## src/rtl/fpu_arith_pkg.sv

```systemverilog
// Shared definitions for the FPU arithmetic dispatcher: opcodes, flag/cc bit
// positions, the FP80 indefinite value and the response normalization helper.
package fpu_arith_pkg;

    typedef enum logic [3:0] {
        OP_ADD         = 4'd0,
        OP_SUB         = 4'd1,
        OP_MUL         = 4'd2,
        OP_DIV         = 4'd3,
        OP_SQRT        = 4'd4,
        OP_CMP         = 4'd5,
        OP_FP_TO_INT16 = 4'd6,
        OP_FP_TO_INT32 = 4'd7,
        OP_INT16_TO_FP = 4'd8,
        OP_INT32_TO_FP = 4'd9,
        OP_FP_TO_FP32  = 4'd10,
        OP_FP_TO_FP64  = 4'd11
    } fpu_op_e;

    localparam logic [3:0] OP_LAST = 4'd11;

    localparam int FLAG_INVALID     = 0;
    localparam int FLAG_DENORMAL    = 1;
    localparam int FLAG_ZERO_DIVIDE = 2;
    localparam int FLAG_OVERFLOW    = 3;
    localparam int FLAG_UNDERFLOW   = 4;
    localparam int FLAG_INEXACT     = 5;

    localparam int CC_LESS      = 0;
    localparam int CC_EQUAL     = 1;
    localparam int CC_GREATER   = 2;
    localparam int CC_UNORDERED = 3;

    localparam logic [79:0] FP80_INDEFINITE = 80'hFFFF_C000_0000_0000_0000;
    localparam logic [5:0]  FLAGS_INVALID   = 6'(1) << FLAG_INVALID;
    localparam logic [3:0]  CC_UNORD_ONLY   = 4'(1) << CC_UNORDERED;

    typedef enum logic [1:0] {
        ST_IDLE  = 2'd0,
        ST_ISSUE = 2'd1,
        ST_WAIT  = 2'd2,
        ST_RESP  = 2'd3
    } disp_state_e;

    // Integer results are sign-extended, narrower FP encodings are zero-extended.
    function automatic logic [79:0] normalize_result(
        input logic [3:0]  op,
        input logic [79:0] fp80,
        input logic [15:0] i16,
        input logic [31:0] i32,
        input logic [31:0] f32,
        input logic [63:0] f64
    );
        logic [79:0] r;
        case (op)
            OP_FP_TO_INT16: r = {{64{i16[15]}}, i16};
            OP_FP_TO_INT32: r = {{48{i32[31]}}, i32};
            OP_FP_TO_FP32:  r = {48'd0, f32};
            OP_FP_TO_FP64:  r = {16'd0, f64};
            default:        r = fp80;
        endcase
        return r;
    endfunction

endpackage

```

## src/rtl/fpu_dispatch_watchdog.sv

```systemverilog
// Clearable WAIT-cycle counter; expired rises once TIMEOUT_CYCLES cycles would
// have been spent waiting, so the caller can leave WAIT on that same cycle.
module fpu_dispatch_watchdog #(
    parameter int TIMEOUT_CYCLES = 255
) (
    input  logic clk,
    input  logic reset_n,
    input  logic clear,
    input  logic count_en,
    output logic expired
);

    localparam logic [15:0] LIMIT = 16'(TIMEOUT_CYCLES - 1);

    logic [15:0] count_q;
    logic [15:0] count_d;

    assign expired = (count_q >= LIMIT);

    always_comb begin
        count_d = count_q;
        if (clear) begin
            count_d = 16'd0;
        end else if (count_en && !expired) begin
            count_d = count_q + 16'd1;
        end
    end

    always_ff @(posedge clk or negedge reset_n) begin
        if (!reset_n) begin
            count_q <= 16'd0;
        end else begin
            count_q <= count_d;
        end
    end

endmodule

```

## src/rtl/fpu_arith_dispatcher.sv

```systemverilog
// Sequences one request at a time into the FPU arithmetic unit, captures and
// normalizes its reply, and keeps sticky exception flags and a hang watchdog.
module fpu_arith_dispatcher
    import fpu_arith_pkg::*;
#(
    parameter int TIMEOUT_CYCLES = 255,
    parameter int TAG_W          = 4
) (
    input  logic             clk,
    input  logic             reset_n,
    input  logic             req_valid,
    output logic             req_ready,
    input  logic [3:0]       req_op,
    input  logic [1:0]       req_rmode,
    input  logic [TAG_W-1:0] req_tag,
    input  logic [79:0]      req_a,
    input  logic [79:0]      req_b,
    output logic [3:0]       au_operation,
    output logic             au_enable,
    output logic [1:0]       au_rounding_mode,
    output logic [79:0]      au_operand_a,
    output logic [79:0]      au_operand_b,
    output logic [15:0]      au_int16_in,
    output logic [31:0]      au_int32_in,
    output logic [31:0]      au_fp32_in,
    output logic [63:0]      au_fp64_in,
    input  logic             au_done,
    input  logic [79:0]      au_result,
    input  logic [15:0]      au_int16_out,
    input  logic [31:0]      au_int32_out,
    input  logic [31:0]      au_fp32_out,
    input  logic [63:0]      au_fp64_out,
    input  logic [3:0]       au_cc,
    input  logic [5:0]       au_flags,
    output logic             rsp_valid,
    input  logic             rsp_ready,
    output logic [TAG_W-1:0] rsp_tag,
    output logic [79:0]      rsp_result,
    output logic [3:0]       rsp_cc,
    output logic [5:0]       rsp_flags,
    output logic             rsp_timeout,
    output logic [5:0]       sticky_flags,
    input  logic             clear_sticky,
    output logic             busy
);

    disp_state_e      state_q, state_d;
    logic [3:0]       op_q, op_d;
    logic [1:0]       rmode_q, rmode_d;
    logic [TAG_W-1:0] tag_q, tag_d;
    logic [79:0]      a_q, a_d;
    logic [79:0]      b_q, b_d;
    logic [79:0]      result_q, result_d;
    logic [3:0]       cc_q, cc_d;
    logic [5:0]       flags_q, flags_d;
    logic             timeout_q, timeout_d;
    logic [5:0]       sticky_q, sticky_d;

    logic wd_clear;
    logic wd_count;
    logic wd_expired;
    logic rsp_hs;

    fpu_dispatch_watchdog #(
        .TIMEOUT_CYCLES(TIMEOUT_CYCLES)
    ) u_watchdog (
        .clk     (clk),
        .reset_n (reset_n),
        .clear   (wd_clear),
        .count_en(wd_count),
        .expired (wd_expired)
    );

    assign req_ready = (state_q == ST_IDLE);
    assign au_enable = (state_q == ST_ISSUE);
    assign rsp_valid = (state_q == ST_RESP);
    assign busy      = (state_q != ST_IDLE);
    assign rsp_hs    = rsp_valid & rsp_ready;

    assign au_operation     = op_q;
    assign au_rounding_mode = rmode_q;
    assign au_operand_a     = a_q;
    assign au_operand_b     = b_q;
    assign au_int16_in      = a_q[15:0];
    assign au_int32_in      = a_q[31:0];
    assign au_fp32_in       = a_q[31:0];
    assign au_fp64_in       = a_q[63:0];

    assign rsp_tag      = tag_q;
    assign rsp_result   = result_q;
    assign rsp_cc       = cc_q;
    assign rsp_flags    = flags_q;
    assign rsp_timeout  = timeout_q;
    assign sticky_flags = sticky_q;

    // A handshake in the same cycle as a clear still lands in the sticky set.
    genvar gi;
    generate
        for (gi = 0; gi < 6; gi++) begin : g_sticky
            assign sticky_d[gi] = (sticky_q[gi] & ~clear_sticky) | (rsp_hs & flags_q[gi]);
        end
    endgenerate

    always_comb begin
        state_d   = state_q;
        op_d      = op_q;
        rmode_d   = rmode_q;
        tag_d     = tag_q;
        a_d       = a_q;
        b_d       = b_q;
        result_d  = result_q;
        cc_d      = cc_q;
        flags_d   = flags_q;
        timeout_d = timeout_q;
        wd_clear  = 1'b0;
        wd_count  = 1'b0;

        case (state_q)
            ST_IDLE: begin
                if (req_valid) begin
                    op_d    = req_op;
                    rmode_d = req_rmode;
                    tag_d   = req_tag;
                    a_d     = req_a;
                    b_d     = req_b;
                    if (req_op > OP_LAST) begin
                        result_d  = FP80_INDEFINITE;
                        cc_d      = CC_UNORD_ONLY;
                        flags_d   = FLAGS_INVALID;
                        timeout_d = 1'b0;
                        state_d   = ST_RESP;
                    end else begin
                        state_d = ST_ISSUE;
                    end
                end
            end
            ST_ISSUE: begin
                wd_clear = 1'b1;
                state_d  = ST_WAIT;
            end
            ST_WAIT: begin
                if (au_done) begin
                    result_d  = normalize_result(op_q, au_result, au_int16_out,
                                                 au_int32_out, au_fp32_out, au_fp64_out);
                    cc_d      = au_cc;
                    flags_d   = au_flags;
                    timeout_d = 1'b0;
                    state_d   = ST_RESP;
                end else if (wd_expired) begin
                    result_d  = FP80_INDEFINITE;
                    cc_d      = CC_UNORD_ONLY;
                    flags_d   = FLAGS_INVALID;
                    timeout_d = 1'b1;
                    state_d   = ST_RESP;
                end else begin
                    wd_count = 1'b1;
                end
            end
            ST_RESP: begin
                if (rsp_ready) begin
                    state_d = ST_IDLE;
                end
            end
            default: state_d = ST_IDLE;
        endcase
    end

    always_ff @(posedge clk or negedge reset_n) begin
        if (!reset_n) begin
            state_q   <= ST_IDLE;
            op_q      <= '0;
            rmode_q   <= '0;
            tag_q     <= '0;
            a_q       <= '0;
            b_q       <= '0;
            result_q  <= '0;
            cc_q      <= '0;
            flags_q   <= '0;
            timeout_q <= 1'b0;
            sticky_q  <= '0;
        end else begin
            state_q   <= state_d;
            op_q      <= op_d;
            rmode_q   <= rmode_d;
            tag_q     <= tag_d;
            a_q       <= a_d;
            b_q       <= b_d;
            result_q  <= result_d;
            cc_q      <= cc_d;
            flags_q   <= flags_d;
            timeout_q <= timeout_d;
            sticky_q  <= sticky_d;
        end
    end

endmodule

```

## config.mk

```make
export PLATFORM = sky130hd
export DESIGN_NAME = fpu_arith_dispatcher
export DESIGN_NICKNAME = d
export VERILOG_FILES = /design/src/rtl/fpu_arith_pkg.sv /design/src/rtl/fpu_dispatch_watchdog.sv /design/src/rtl/fpu_arith_dispatcher.sv
export SDC_FILE = /design/constraint.sdc
export NUM_CORES = 1
export LEC_CHECK = 0
export CAP_MARGIN = 20
export CORE_AREA = 3 3 323 325
export CTS_CLUSTER_DIAMETER = 200
export DETAILED_ROUTE_END_ITERATION = 10
export DIE_AREA = 0 0 326 328
export HOLD_SLACK_MARGIN = 0.06
export PLACE_DENSITY = 0.48
export SYNTH_ARGS = -nofsm -noshare
export SYNTH_HDL_FRONTEND = slang
export SYNTH_SLANG_ARGS = --single-unit
```

## constraint.sdc

```tcl
create_clock -name clk -period 2.01 [get_ports clk]
set_input_delay 0.5025 -clock clk [delete_from_list [all_inputs] [get_ports clk]]
set_output_delay 0.5025 -clock clk [all_outputs]
set_load 0.01 [all_outputs]
```

==> results of run 1 <==
[flip-flops by register name (all words and copies together) (netlist names)]
name                cells
au_operand_a           80
au_operation            4
state_q                 2
rsp_cc                  4
rsp_flags               6
rsp_timeout             1
au_operand_b           80
rsp_result             80
au_rounding_mode        2
sticky_flags            6
rsp_tag                 4
u_watchdog.count_q     16
[power groups by stage]
stage	registers (mW)	logic, mW	clock network [mW]
2_1_floorplan	11.3	8.72	0
3_3_place_gp	10.7	20.8	0
3_5_place_dp	10.9	20.9	0
4_1_cts	10.6	19.1	7.38
5_1_grt	10.9	20.8	7.59
6_report	10.5	19.4	7.05
[cells by family (layout without fill, tap and decap cells)]
group           count (synthesis)  in the layout  share of synthesized area, %
compound gates                234            234                         11.91
xor+xnor                        5              5                        0.3266
fa+ha+maj                       6              6                        0.5599
buf+inv                       234           1048                         11.30
flops                         285            285                         53.20
mux                           193            193                         16.15
other cells                     0              4                             0
simple gates                  191            191                         6.561
[layout by cell type, fill, tap and decap left out, types with 29 or more instances in the layout]
master,count
a221oi_1,31
buf_4,109
clkbuf_16,41
clkdlybuf4s50_1,409
dfrtp_1,254
dfrtp_2,30
dlygate4sd2_1,376
mux2_2,184
nand2_1,110
o21ai_1,51
o31ai_1,29
[layer usage]
layer  vias to the layer above  track usage, %  routed length (um)
met2                       475           18.94               31540
li1                       5542               -                   -
met1                      6113           14.42               27360
met4                         4           4.006                1858
met5                         -               0                  24
met3                        92           3.379                4788
[layout make-up]
type / count / share of cell area, %
clock inverters: 11 / 0.6402
diodes: 4 / 0.04065
clock buffers: 55 / 4.573
well taps: 1368 / 6.951
multi-input cells: 629 / 20.64
flip-flops and latches: 285 / 29.13
repair buffers: 969 / 37.83
inverters: 13 / 0.1982
[worst paths after layout]
kind / from / slack, ns / depth (start not counted) / end
worst max-delay path: rsp_cc[1] / 0.06 / 1 / rsp_cc[1]
worst min-delay path: reset_n / 0.40 / 2 / rsp_result[16]
worst max register to register: state_q[1] / 0.06 / 8 / au_operand_a[4]
worst min register to register: rsp_result[49] / 0.47 / 2 / rsp_result[49]
max in group asynchronous: reset_n / 0.82 / 3 / au_operand_a[14]
min in group clk: rsp_result[49] / 0.47 / 2 / rsp_result[49]
[worst register-to-register path: stages (launching register included)]
cell and delay, ns:
dfrtp_1 0.42, inv_2 0.09, ha_4 0.18, buf_6 0.13, buf_4 0.14, nand2_4 0.06, buf_12 0.18, buf_4 0.27
mux2_2 0.36
[timing repair]
| action | 4_1_cts | 5_1_grt |
|---|---|---|
| gates cloned | 0 | 2 |
| gates resized for setup | 509 | 61 |
| hold buffers | 1 | 0 |
| pin swaps | 1 | 2 |
| endpoints found under the hold margin | 27 | 0 |
| setup endpoints to repair | 431 | 127 |
| buffers inserted | 29 | 3 |
==> flow_metrics.tcl, run 1 <==
set metrics [dict create \
    status "complete, no violations" \
    worst_path_max_delay_cell "clkdlybuf4s50_1" \
    design.core.area_um2 101700 \
    powerDensity_nw_per_um2 1503 \
    drtPass1Iterations 5 \
    postPlaceCellArea_um2 23070 \
    grt_usage_pct 11.55 \
    seqCellArea_um2 7173 \
    yosysMostFrequentCell "dfrtp_1" \
    first_iter_violations 455 \
    h-tree-depth 2 \
    cts-root-buf "clkbuf_16" \
    syn_inst 1148 \
    cts_made_buffers 38 \
    cp_slowest_stage_delay_ns 0.55 \
    dieWidth_um 326 \
    grt_setup_unrepaired "true" \
    final_cell_area_um2 24620 \
    grt_overflow 0 \
    worst_pin_slew_ns 0.5252 \
    power.share.sequential_pct 28.5 \
    synth.avg_cell_area_um2 11.68 \
    num-fill-cells 10930 \
    place_ws_ns -0.4223 \
    clkLatencyLatePin_ns 0.57 \
    initial_core_util_pct 13.18 \
    design.die.area_um2 106900 \
    ys_warn_count 0 \
    critPathKind "reg -> out" \
    drc 0 \
    pwr-share-comb_pct 52.5 \
    place_congestion 0.8905 \
    relSlewSlack_pct 64.75 \
    avgRoutedWirePerCell_um 19.67 \
    synth.top_cells.by_count "dfrtp_1 (285), mux2_2 (185), buf_4 (157)" \
    cts_tree "built" \
    cts_sinks 285 \
    portBuffers 824 \
    p_sw_share_pct 38.85 \
    drv_slew 0 \
    p_sw_mw 14.38 \
    syn_nets 1564 \
    yosys_most_used_dff "dfrtp_1" \
    synth_top_area_cell "dfrtp_1" \
    critPathMaxFanout 2 \
    vias 12230 \
    cp.arrival_ns 1.45 \
    final.setup_skew_ns 0.02231 \
    seq_area_frac_synth_pct 53.20 \
    grt_max_degree 67 \
    antenna_found_initial 9 \
    hold_class "in -> async" \
    endpoint_kind "primary output" \
    netlist.area_leader.share_pct 53.20 \
    drive_above_1_share_pct 25.13 \
    synth_area_leaders "dfrtp_1 (53%), mux2_2 (16%), buf_4 (8.8%), a221oi_1 (3.5%), nand2_1 (3.1%)" \
    period_minus_slack_ns 1.951 \
    cts_buffer_depth 3 \
    synth_seq_cells 285 \
    total_power_mw 37.01 \
    final_core_util_pct 24.20 \
    ir_worst_vdd_uv 649.8 \
    startpoint_type "flop" \
    finalCritPeriodShare_pct 97.08 \
    multi_input_area_um2 5082 \
    instances_no_fill 3334 \
    synth_area_um2 13410 \
    yosysUniqueCellTypes 44 \
    crit_buf_inv 1 \
    rows 117 \
    leakagePower_nw 10.76 \
    drtAntennaViolNets 0 \
    finalHoldViolCount 0 \
    p_int_mw 22.63 \
    maxCapViolations 0 \
    area_delta_synth_final_pct 83.68 \
    synth-edff-count 0 \
    hpwl_um 52110 \
    path_cells "clkdlybuf4s50_1" \
    crit_required_ns 1.51 \
    placed_cells 3230 \
    max_freq_ghz 0.5125 \
    nets 2352 \
    wirelength_um 65580 \
    grt_pass1_vias 13190 \
    setup_ws_ns 0.05868 \
    setup_viol 0 \
    vias_per_cell 3.667 \
    path_clk_slew_ns 0.06 \
    timing.hold.ws_ns 0.3957 \
    crit_family "buffers and inverters" \
    power_frac_clock_pct 19.0 \
    grt_pass1_wl_um 92380 \
    async_flop_share_pct 100.0 \
    final.setup.tns_ns 0 \
    num_io_pins 825 \
    die_h_um 328 \
]
(Power assumes the default switching activity.)
==> inputs of run 2 (changes only) <==
Settings changed: MAX_ROUTING_LAYER set to met4.
==> run 2 against run 1 <==
  * Sequential cell count stayed put
  * Total power is 0.11% lower
  * Non-clock buffer count is 1 higher
  * Critical endpoint is now au_operand_a[41]
  * Largest power group unchanged
  * Highest routed layer is now met4
==> flow_metrics.tcl, run 2 (synthesized netlist as in run 1, its figures left out) <==
set metrics [dict create \
    drtAntennaViolNets 0 \
    wirelength_um 65530 \
    antenna_found_initial 10 \
    drtPass1Iterations 4 \
    worst_path_max_delay_cell "dfrtp_1" \
    place_ws_ns -0.4223 \
    path_common_cell "buf_4" \
    seqCellArea_um2 7173 \
    critPathMaxFanout 23 \
    endpoint_kind "flop" \
    area_delta_synth_final_pct 83.76 \
    most-common-layout-cells "clkdlybuf4s50_1 (409), dlygate4sd2_1 (377), dfrtp_1 (254), mux2_2 (184), buf_4 (112)" \
    drv_slew 0 \
    worst_pin_slew_ns 0.5322 \
    first_iter_violations 507 \
    vias 12230 \
    num-fill-cells 10940 \
    grt_setup_unrepaired "true" \
    finalHoldViolCount 0 \
    final_common_cell "clkdlybuf4s50_1" \
    portBuffers 824 \
    place_congestion 0.9059 \
    ir_worst_vdd_uv 645.6 \
    design.die.area_um2 106900 \
    relSlewSlack_pct 64.28 \
    period_minus_slack_ns 1.980 \
    cts_made_buffers 38 \
    cts_buffer_depth 3 \
    grt_pass1_vias 13240 \
    avgRoutedWirePerCell_um 19.64 \
    maxCapViolations 0 \
    drive_above_1_share_pct 25.17 \
    h-tree-depth 2 \
    dieWidth_um 326 \
    vias_per_cell 3.665 \
    setup_ws_ns 0.02960 \
    cp_slowest_stage_delay_ns 0.42 \
    grt_max_degree 67 \
    die_h_um 328 \
    final.setup_skew_ns 0.03043 \
    crit_required_ns 2.44 \
    powerDensity_nw_per_um2 1500 \
    final.setup.tns_ns 0 \
    grt_overflow 0 \
    finalCritPeriodShare_pct 98.53 \
    drc 0 \
    grt_usage_pct 11.89 \
    grt_pass1_wl_um 92290 \
    cts-root-buf "clkbuf_16" \
    num_io_pins 825 \
    cts_tree "built" \
    critPathKind "reg -> reg" \
    path_clk_slew_ns 0.06 \
    design.core.area_um2 101700 \
    cp.arrival_ns 2.41 \
    setup_viol 0 \
    nets 2353 \
    hold_class "in -> async" \
    startpoint_type "flop" \
    cts_sinks 285 \
    clkLatencyLatePin_ns 0.57 \
    initial_core_util_pct 13.18 \
    hpwl_um 52110 \
    rows 117 \
    status "complete, no violations" \
    leakagePower_nw 10.77 \
    path_cells "inv_2, ha_4, buf_4, buf_4, nand2_4, buf_12, buf_16, mux2_2" \
    multi_input_area_um2 5086 \
    max_freq_ghz 0.5049 \
]
-- run 2: final timing paths --
check,to,start,cells after the start,slack (ns)
worst max-delay path,au_operand_a[41],state_q[1],8,0.03
worst min-delay path,rsp_result[16],reset_n,2,0.40
worst max register to register,au_operand_a[41],state_q[1],8,0.03
worst min register to register,rsp_result[49],rsp_result[49],2,0.47
max in group asynchronous,au_operand_a[14],reset_n,3,0.82
min in group clk,rsp_result[49],rsp_result[49],2,0.47
-- run 2: final cells by class --
cell class | count | area share, %
Antenna cell | 6 | 0.06094
Clock buffer | 55 | 4.571
Clock inverter | 11 | 0.6399
Inverter | 13 | 0.1981
Multi-Input combinational cell | 629 | 20.65
Sequential cell | 285 | 29.12
Tap cell | 1368 | 6.948
Timing Repair Buffer | 970 | 37.82
-- run 2: critical path, delay by kind of cell, from the launching register on --
family	cells	cell delay (ns)
buf+inv	5	0.77
flops	1	0.42
mux	1	0.35
fa+ha+maj	1	0.18
simple gates	1	0.06
-- run 2: metrics by stage --
stage / total power, mW / utilization [%] / instance area [um2] / cells / hold WS (ns)
after floorplan: 20.07 / - / 13410 / 1148 / 0.2069
after CTS: 37.08 / 23.85 / 24260 / 3325 / 0.3569
after global routing: 39.28 / 24.21 / 24630 / 3335 / 0.3812
final: 36.96 / 24.21 / 24640 / 3337 / 0.4030
after global placement: 31.54 / 22.67 / 23070 / 3230 / 0.3993
after detailed placement: 31.75 / 22.67 / 23070 / 3230 / 0.3985
-- run 2: timing repair --
action,CTS,global route
gates resized for setup,509,61
endpoints found under the setup margin,431,127
hold buffers,1,0
pin swaps,1,1
cloned,0,2
endpoints found under the hold margin,27,0
buffers inserted,29,4
-- run 2: per-layer routing --
metal | wire [um] | global-route usage, %
met5 | 0 | -
met1 | 27440 | 14.64
met4 | 1804 | 3.967
met3 | 4696 | 3.084
met2 | 31590 | 18.93
-- run 2: power breakdown --
group	internal, mW	total (mW)	switching, mW
Clock	4.29	7.04	2.75
Combinational	9.84	19.4	9.57
Sequential	8.51	10.5	2.00
Total	22.6	37.0	14.3
==> inputs of run 3 (changes only) <==
Settings changed: GPL_TIMING_DRIVEN set to 0.
==> run 3 against run 2 <==
  * The flow now finishes with violations (negative setup slack)
  * Critical endpoint is now rsp_result[61]
  * Utilization is 2.0 points higher
  * Critical path depth is 4 higher
  * First-iteration DRC count grew 5.7%
==> flow_metrics.tcl, run 3 (synthesized netlist as in run 1, its figures left out) <==
set metrics [dict create \
    path_clk_slew_ns 0.06 \
    r2r_start "state_q[0]" \
    drtPass1Iterations 7 \
    grt_usage_pct 13.33 \
    place_ws_ns -1.602 \
    most-common-layout-cells "clkdlybuf4s50_1 (411), dlygate4sd2_1 (318), dfrtp_1 (255), buf_4 (240), mux2_2 (185)" \
    rows 117 \
    final_common_cell "clkdlybuf4s50_1" \
    endpoint_kind "flop" \
    nets 2540 \
    area_delta_synth_final_pct 99.27 \
    num-fill-cells 10840 \
    period_minus_slack_ns 2.133 \
    relSlewSlack_pct 57.09 \
    startpoint_type "flop" \
    portBuffers 824 \
    antenna_found_initial 8 \
    setup_viol 169 \
    cts_tree "built" \
    design.core.area_um2 101700 \
    cts-root-buf "clkbuf_16" \
    cts_buffer_depth 3 \
    maxCapViolations 0 \
    rr_worst_depth 12 \
    cts_sinks 285 \
    setup_ws_ns -0.1234 \
    r2r_end "rsp_result[61]" \
    wirelength_um 73240 \
    dieWidth_um 326 \
    num_io_pins 825 \
    final.setup_skew_ns 0.02752 \
    initial_core_util_pct 13.18 \
    grt_setup_unrepaired "true" \
    cts_made_buffers 39 \
    ir_worst_vdd_uv 693.3 \
    powerDensity_nw_per_um2 1594 \
    status "finished, violations left" \
    first_iter_violations 536 \
    postPlaceCellArea_um2 23480 \
    max_freq_ghz 0.4687 \
    finalHoldViolCount 0 \
    die_h_um 328 \
    drive_above_1_share_pct 38.61 \
    critPathKind "reg -> reg" \
    drtAntennaViolNets 0 \
    grt_max_degree 99 \
    grt_overflow 0 \
    place_congestion 0.8567 \
    avgRoutedWirePerCell_um 20.82 \
    leakagePower_nw 11.82 \
    design.die.area_um2 106900 \
    final.setup.tns_ns -9.273 \
    vias_per_cell 3.679 \
    placed_cells 3344 \
    hold_class "in -> async" \
    h-tree-depth 2 \
    crit_required_ns 2.47 \
    vias 12940 \
    finalCritPeriodShare_pct 106.1 \
    final_cell_area_um2 26720 \
    drc 0 \
    clkLatencyLatePin_ns 0.57 \
    critPathMaxFanout 6 \
    grt_pass1_wl_um 100700 \
    total_power_mw 42.58 \
    instances_no_fill 3518 \
    drv_slew 0 \
    hpwl_um 57230 \
    violations "negative setup slack" \
    worst_pin_slew_ns 0.6437 \
    grt_pass1_vias 13480 \
    cp.arrival_ns 2.59 \
    r2r_slack_ns -0.12 \
]
[run 3: how the worst max path moves through the flow]
stage | startpoint | to | slack (ns) | cells past startpoint
2_1_floorplan | state_q[0] | au_operand_a[46] | 0.06 | 7
3_3_place_gp | reset_n | au_operand_a[18] | -13.80 | 1
3_5_place_dp | req_valid | au_operation[1] | -1.60 | 5
4_1_cts | state_q[0] | rsp_result[35] | -0.19 | 14
5_1_grt | state_q[0] | au_operand_b[20] | -0.19 | 9
6_report | state_q[0] | rsp_result[61] | -0.12 | 12
[run 3: final cells by class]
type                       count  area (um2)  area share [%]
antenna                        3       7.507         0.02810
buffer                       217        1881           7.039
clock buffer                  52        1095           4.098
clock inverter                12       157.7          0.5901
inverter                      13       51.30          0.1920
multi-input combinational    629        5767           21.59
sequential                   285        7169           26.84
tap                         1368        1712           6.407
timing repair buffer         939        8876           33.22
[run 3: worst max-delay path: stages, from the launching register on]
cell and delay (ns):
dfrtp_2 0.41, buf_6 0.12, inv_4 0.05, ha_4 0.14, buf_8 0.11, buf_6 0.11, mux2i_4 0.23, o21ai_4 0.08
buf_12 0.16, buf_12 0.14, buf_8 0.13, buf_12 0.14, o31ai_4 0.17
[run 3: per-stage QoR]
stage               hold slack (ns)  util (%)
floorplan                    0.2069         -
global placement             0.4607     22.97
detailed placement           0.3733     23.08
CTS                          0.3100     25.67
global route                 0.3522     26.26
finish                       0.3759     26.26
[run 3: repair_timing]
action | in CTS | in global routing
resized for setup | 819 | 223
cloned | 10 | 3
hold buffers | 1 | 0
pin swaps | 29 | 47
setup endpoints to repair | 671 | 316
hold endpoints to repair | 22 | 0
buffers inserted | 83 | 20
[run 3: layer usage]
layer	share of wire (%)	GRT usage, %
met5	0	-
met4	2.1	3.299
met3	6.8	3.301
met2	48	21.27
met1	43	16.90
[run 3: report_power, final]
part	switching, mW	total, mW	internal [mW]
Sequential	1.97	10.5	8.50
Clock	2.80	6.89	4.09
Combinational	12.0	25.2	13.2
Total	16.7	42.6	25.8
